### config.mk
export PLATFORM = sky130hd
export DESIGN_NAME = rv_regfile_mp
export DESIGN_NICKNAME = d
export VERILOG_FILES = /design/src/rtl/rv_regfile_mp_pkg.sv /design/src/rtl/rv_regfile_mp_regmem.sv /design/src/rtl/rv_regfile_mp.sv
export SDC_FILE = /design/constraint.sdc
export NUM_CORES = 2
export LEC_CHECK = 0
export BUFFER_PORTS_ARGS = -buffer_cell sky130_fd_sc_hd__buf_2
export CORE_ASPECT_RATIO = 1.75
export CORE_UTILIZATION = 45
export DETAILED_ROUTE_END_ITERATION = 6
export PLACE_DENSITY = 0.64
export REMOVE_ABC_BUFFERS = 1
export SLEW_MARGIN = 40
export SYNTH_ARGS = -nofsm -noshare
export SYNTH_HDL_FRONTEND = slang
export SYNTH_SLANG_ARGS = --single-unit
### constraint.sdc
create_clock -name clk_i -period 3.5 [get_ports clk_i]
set_input_delay 0.175 -clock clk_i [delete_from_list [all_inputs] [get_ports clk_i]]
set_output_delay 0.175 -clock clk_i [all_outputs]
set_load 0.01 [all_outputs]
### src/rtl/rv_regfile_mp_pkg.sv
// Shared definitions for the multi-port RISC-V register file.
//   XLEN_DEFAULT       : default register width
//   NREGS_RV32E/RV32I  : the two supported register counts
//   rf_state_e         : clear/run controller states
//   idx_illegal()      : true when a 5-bit register index falls outside the array
package rv_regfile_mp_pkg;

    localparam int XLEN_DEFAULT = 32;
    localparam int NREGS_RV32E  = 16;
    localparam int NREGS_RV32I  = 32;

    typedef enum logic {
        ST_CLEAR = 1'b0,
        ST_RUN   = 1'b1
    } rf_state_e;

    // A 5-bit index can only exceed the array when the array is RV32E-sized;
    // for 32 entries this folds to constant 0.
    function automatic logic idx_illegal(input logic [4:0] idx, input int nregs);
        return {1'b0, idx} >= 6'(nregs);
    endfunction

endpackage

### src/rtl/rv_regfile_mp_regmem.sv
// Register array slice: one synchronous read port and one write port.
// One copy exists per read lane; all copies receive the same writes.
//   clk, rst_n : clock, async active-low reset (read register only)
//   re, raddr  : read enable and address; rdata registered
//   we, waddr, wdata : write port
// The storage array has no reset; it is zeroed by the owner's clear sequence.
module rv_regmem_mp #(
    parameter int XLEN  = 32,
    parameter int NREGS = 32,
    localparam int AW   = $clog2(NREGS)
) (
    input  logic            clk,
    input  logic            rst_n,
    input  logic            re,
    input  logic [AW-1:0]   raddr,
    output logic [XLEN-1:0] rdata,
    input  logic            we,
    input  logic [AW-1:0]   waddr,
    input  logic [XLEN-1:0] wdata
);

    logic [XLEN-1:0] mem [NREGS];

    always_ff @(posedge clk) begin
        if (we) begin
            mem[waddr] <= wdata;
        end
    end

    // Read returns the pre-write contents on a same-address collision;
    // the owner covers that case with its write bypass.
    always_ff @(posedge clk or negedge rst_n) begin
        if (!rst_n) begin
            rdata <= '0;
        end else if (re) begin
            rdata <= mem[raddr];
        end
    end

endmodule

### src/rtl/rv_regfile_mp.sv
// Multi-read-port RISC-V integer register file with X/W bypass and a
// hardware clear sequence that zeroes every register after reset or on request.
//   clk_i, rst_n_i          : clock, async active-low reset
//   d_stall_i               : holds the read registers when high
//   rf_rs_i                 : per-lane read index (5 bits per lane)
//   d_rs_i                  : per-lane index compared against the X bypass
//   x_rs_value_o            : per-lane operand (XLEN bits per lane)
//   x_rs_illegal_o          : per-lane registered out-of-range index flag
//   w_rd_i/w_rd_value_i/w_rd_store_i       : write port
//   w_bypass_rd_write_i/w_bypass_rd_value_i : X-stage forward
//   clear_i                 : pulse restarting the clear sequence
//   ready_o                 : high while in RUN
module rv_regfile_mp
    import rv_regfile_mp_pkg::*;
#(
    parameter int XLEN   = XLEN_DEFAULT,
    parameter int NREGS  = NREGS_RV32I,
    parameter int NUM_RD = 2
) (
    input  logic                   clk_i,
    input  logic                   rst_n_i,
    input  logic                   d_stall_i,
    input  logic [5*NUM_RD-1:0]    rf_rs_i,
    input  logic [5*NUM_RD-1:0]    d_rs_i,
    output logic [XLEN*NUM_RD-1:0] x_rs_value_o,
    output logic [NUM_RD-1:0]      x_rs_illegal_o,
    input  logic [4:0]             w_rd_i,
    input  logic [XLEN-1:0]        w_rd_value_i,
    input  logic                   w_rd_store_i,
    input  logic                   w_bypass_rd_write_i,
    input  logic [XLEN-1:0]        w_bypass_rd_value_i,
    input  logic                   clear_i,
    output logic                   ready_o
);

    localparam int         AW   = $clog2(NREGS);
    localparam logic [4:0] LAST = 5'(NREGS - 1);

    rf_state_e       state;
    logic [4:0]      cnt;
    logic            clearing;
    logic            run_write;
    logic            wr_en;
    logic [4:0]      wr_idx;
    logic [XLEN-1:0] wr_data;
    logic            rd_en;

    assign clearing  = (state == ST_CLEAR);
    assign run_write = w_rd_store_i && (w_rd_i != '0) && !idx_illegal(w_rd_i, NREGS) && !clearing;

    // The clear sequence borrows the write port, so the W bypass also sees
    // clear writes and a read colliding with the last cleared entry returns 0.
    assign wr_en   = run_write || clearing;
    assign wr_idx  = clearing ? cnt : w_rd_i;
    assign wr_data = clearing ? '0 : w_rd_value_i;
    assign rd_en   = !d_stall_i;

    always_ff @(posedge clk_i or negedge rst_n_i) begin
        if (!rst_n_i) begin
            state   <= ST_CLEAR;
            cnt     <= '0;
            ready_o <= 1'b0;
        end else begin
            case (state)
                ST_CLEAR: begin
                    if (clear_i) begin
                        cnt <= '0;
                    end else if (cnt == LAST) begin
                        state   <= ST_RUN;
                        cnt     <= '0;
                        ready_o <= 1'b1;
                    end else begin
                        cnt <= cnt + 5'd1;
                    end
                end
                ST_RUN: begin
                    if (clear_i) begin
                        state   <= ST_CLEAR;
                        cnt     <= '0;
                        ready_o <= 1'b0;
                    end
                end
                default: begin
                    state   <= ST_CLEAR;
                    cnt     <= '0;
                    ready_o <= 1'b0;
                end
            endcase
        end
    end

    for (genvar k = 0; k < NUM_RD; k++) begin : g_lane
        logic [4:0]      rs;
        logic [4:0]      ds;
        logic [XLEN-1:0] mem_q;
        logic [XLEN-1:0] wdat_q;
        logic            wbyp_q;
        logic            ill_q;
        logic            xbyp;
        logic [XLEN-1:0] val;

        assign rs = rf_rs_i[5*k +: 5];
        assign ds = d_rs_i[5*k +: 5];

        rv_regmem_mp #(
            .XLEN  (XLEN),
            .NREGS (NREGS)
        ) u_mem (
            .clk   (clk_i),
            .rst_n (rst_n_i),
            .re    (rd_en),
            .raddr (rs[AW-1:0]),
            .rdata (mem_q),
            .we    (wr_en),
            .waddr (wr_idx[AW-1:0]),
            .wdata (wr_data)
        );

        // ---- read stage -> X stage boundary ----
        always_ff @(posedge clk_i or negedge rst_n_i) begin
            if (!rst_n_i) begin
                wbyp_q <= 1'b0;
                ill_q  <= 1'b0;
            end else if (rd_en) begin
                wbyp_q <= wr_en && (rs == wr_idx);
                ill_q  <= idx_illegal(rs, NREGS);
            end
        end

        // Only consumed when wbyp_q is set, so it needs no reset.
        always_ff @(posedge clk_i) begin
            if (rd_en) begin
                wdat_q <= wr_data;
            end
        end

        assign xbyp = w_bypass_rd_write_i && (w_rd_i == ds) && (w_rd_i != '0);

        always_comb begin
            val = mem_q;
            if (clearing || ill_q) begin
                val = '0;
            end else if (xbyp) begin
                val = w_bypass_rd_value_i;
            end else if (wbyp_q) begin
                val = wdat_q;
            end
        end

        assign x_rs_value_o[XLEN*k +: XLEN] = val;
        assign x_rs_illegal_o[k]            = ill_q;
    end

endmodule

==> parameters.txt <==
Parameter                              Value

Run status
  Run status    finished, final reports clean

Critical path
  Critical Path Start Type    flip-flop
  Slowest CP cell    dfrtp_4
  Buffering stage count on the worst path with inverters included    2
  Type of element capturing the critical path    output pin
  Worst R2R Start    state
  Worst reg-to-reg path cell count    4
  End of the worst register-to-register path    g_lane[1].u_mem.mem[29][30]
  Minimum setup slack among reg-to-reg paths    0.65 ns
  Worst Path Required    3.32 ns
  Data arrival time at the worst-slack endpoint    2.68 ns
  Largest stage delay on the critical path    0.83 ns
  Peak fanout along the critical path    18
  Category of the most critical setup path    flip-flop to output pin
  End of the critical path    x_rs_value_o[3]
  Startpoint of the most critical setup path    g_lane[0].wbyp_q
  Logic depth of the worst setup path including buffers    5
  List of cells traversed by the critical path    buf_4 -> mux2i_1 -> nand2_1 -> o211a_1 -> buf_2
  Largest delay contributor family on the critical path    flip-flops

Drt
  Average routed wire per standard cell    30.2 um
  Post-route DRC    0
  Detail-routed via count per cell    6.26
  Initial DRC Count    3013
  Post-detailed-route count of antenna-violating nets    0
  Vias post-DR    34.5k
  Number of iterations in the first detailed-routing pass    6
  Total wirelength of the detailed-routed design    167 mm

Place
  Routability-driven placement congestion ratio    0.824
  Post-DP HPWL    103 mm
  Area post-placement    0.0585 mm2
  Number of buffers inserted by port buffering    159

Timing
  Setup repair after global routing missed its margin    no
  Fmax    0.351 GHz
  Worst Max-Slew Pin Slew    0.832 ns
  Number of endpoints with negative hold slack in the final report    0
  Post-route minimum period    2.85 ns
  Relative slew slack    0.429
  Worst Skew    0.0274 ns
  Final clock period utilization by the worst path    0.815
  Count of final setup violators    0
  Max-slew violation count    0
  Final worst hold slack    0.0306 ns

Cells and area
  Net count reported at finish    3915
  Area grow syn2layout    13.7%
  Share of post-route cells with drive strength above 1    0.172
  Area of all placed cells without fillers    0.0620 mm2

Power and ir drop
  Switching part of the total    0.235
  Share of total power in combinational logic    0.095
  Design internal power    22400 uW
  Standby leakage power    0.0244 uW
  Peak VDD IR    0.347 mV
  Tot Pwr    29300 uW
  Switching pwr    6900 uW
  Clock share of power    0.394
  Power density normalized to cell area    473 mW/mm2
  Part of the total power dissipated in sequential elements    0.510

Yosys
  Synthesized cell area    0.0545 mm2
  Largest area contributor in the synthesized netlist    edfxtp_1
  Most used flip-flop cell after synthesis    edfxtp_1
  Mean cell area of the mapped netlist    15.0 um2
  Mapped Cells    3644
  Post-synthesis cell type count    43
  Number of enable-type register cells in the synthesized netlist    1056
  Share of the synthesized area in the top cell type    0.582
  Yosys Warn Count    0
  Portion of the post-synthesis area used by sequential elements    0.615
  Seq cells post-synth    1129
  Ys async rst share    0.0647
  Area contributors post-synth    edfxtp_1, mux2i_1, a22oi_1, dfrtp_1, a22o_1

Clocking
  # clock sinks    1129
  Number of buffers inserted to repair setup after CTS    0
  Clk Tree Root Cell    clkbuf_16
  Clock Path Buffers    3
  CTS tree    yes
  Clock slew at reported path FFs    0.07 ns
  Post-cts resize count    0
  Clk_lat worst skew    0.73 ns
  CTS H-tree depth    3
  Cts bufs inserted    97

Flow run
  Reported max-cap violation count    0

Floorplanning
  Rows    168
  Core area    0.120 mm2
  Die footprint    0.123 mm2
  Die span in y    462 um
  Effective utilization at floorplan    0.454
  Chip width    265 um
  Boundary pin count    162

Global routing
  First-pass GRT wire length    238 mm
  Maximum number of pins on one net before global-route repair    80
  Number of global-route vias before repair    35.8k
  Total Routing Usage GR    0.268
  Leftover overflow at the end of global routing    0
  Initial antenna violation count    5

Min path
  Min-Delay Path Class    input pin to async pin
==> metrics by stage <==
stage	setup WS, ns	util	setup TNS, ns	cells
2_1_floorplan	-2.28	-	-1323.85	3341
5_1_grt	0.552	0.516	0	5518
6_report	0.649	0.516	0	5518
3_5_place_dp	0.661	0.487	0	5324
3_3_place_gp	0.703	0.486	0	5321
4_1_cts	0.553	0.516	0	5515
==> cells in the mapped netlist, types with 3 or more instances <==
| master | instances |
|---|---|
| nor2_1 | 41 |
| o21ai_1 | 4 |
| or4_1 | 3 |
| o211a_1 | 64 |
| buf_2 | 60 |
| buf_6 | 25 |
| xor2_1 | 7 |
| nand3b_1 | 4 |
| nand4_1 | 3 |
| nand2b_1 | 4 |
| edfxtp_1 | 1056 |
| clkbuf_1 | 146 |
| a221oi_2 | 15 |
| xnor2_1 | 13 |
| a21oi_1 | 133 |
| mux2i_1 | 1094 |
| o41ai_2 | 64 |
| o22ai_1 | 64 |
| buf_1 | 14 |
| nor3_1 | 4 |
| clkbuf_4 | 17 |
| a22oi_1 | 256 |
| dfrtp_1 | 73 |
| buf_4 | 40 |
| nor2b_1 | 5 |
| a22o_1 | 128 |
| and2_1 | 34 |
| nand2_1 | 136 |
| nand3_1 | 5 |
| a221oi_1 | 113 |
==> cell type report <==
cell class                 count  area [um2]
clock inverter                65         783
multi-input combinational   2210       19700
antenna                        1        2.50
clock buffer                 118        2600
fill                        9893       58000
timing repair buffer         378        3370
sequential                  1129       33500
inverter                       2        7.51
tap                         1615        2020
==> flip-flops by register name (all words and copies together), names as in the netlist <==
register            flops
g_lane.u_mem.mem     1024
g_lane.u_mem.rdata     64
g_lane.wdat_q          32
cnt                     5
g_lane.wbyp_q           2
ready_o                 1
state                   1
==> routing by layer <==
metal | routed length (um) | GRT usage | up-vias
li1 | - | - | 15111
met1 | 63900 | 0.322 | 17772
met2 | 86500 | 0.480 | 1325
met3 | 10300 | 0.0357 | 335
met4 | 6150 | 0.111 | 0
met5 | 0 | 0 | -
==> power groups by stage <==
stage / logic, uW / registers [uW] / clock network (uW)
after global routing: 2930 / 15000 / 12200
after CTS: 2770 / 15000 / 11700
after global placement: 2730 / 15300 / 0
after floorplan: 1470 / 15200 / 0
final: 2790 / 15000 / 11600
after detailed placement: 2760 / 15300 / 0
==> cells by family (layout without fill, tap and decap cells) <==
logic type / after synthesis / in the layout / share of synthesized area
AND/OR/NAND/NOR: 245 / 245 / 0.0200
flip-flops: 1129 / 1129 / 0.615
buffers and inverters: 306 / 563 / 0.0302
adder cells (fa/ha/maj): 2 / 2 / 0.000459
XOR/XNOR: 20 / 20 / 0.00321
AO/OA/AOI/OAI: 846 / 846 / 0.130
multiplexers: 1095 / 1095 / 0.201
other: 1 / 3 / 0.0000688
==> placed cells by master, fill, tap and decap left out, types with 16 or more instances in the layout <==
master        n
buf_4       143
mux2i_1    1094
dfrtp_1      70
edfxtp_1   1056
clkbuf_16    99
o211a_1      64
nand2_1     134
a221oi_1    113
a22o_1      128
a22oi_1     256
clkinv_2     23
a21oi_1     133
buf_2       155
o22ai_1      64
buf_12       67
nor2_4       34
and2_1       20
o41ai_2      64
bufinv_16    16
==> worst min path at each step <==
stage                     startpoint                   endpoint  slack, ns  depth (start not counted)
after detailed placement     rst_n_i  g_lane[1].u_mem.rdata[12]       0.26                          1
after CTS                 rf_rs_i[1]           g_lane[0].wbyp_q      0.007                          5
after global routing         rst_n_i  g_lane[1].u_mem.rdata[12]       0.07                          2
after floorplan              rst_n_i                     cnt[0]      -0.12                          0
final                        rst_n_i  g_lane[1].u_mem.rdata[12]       0.03                          2
after global placement       rst_n_i  g_lane[1].u_mem.rdata[12]       0.25                          1
==> what timing repair did <==
action	CTS	global route
endpoints found under the setup margin	0	0
endpoints found under the hold margin	64	0
hold buffers	8	0
No activity file was read; power rests on OpenSTA's default activity.
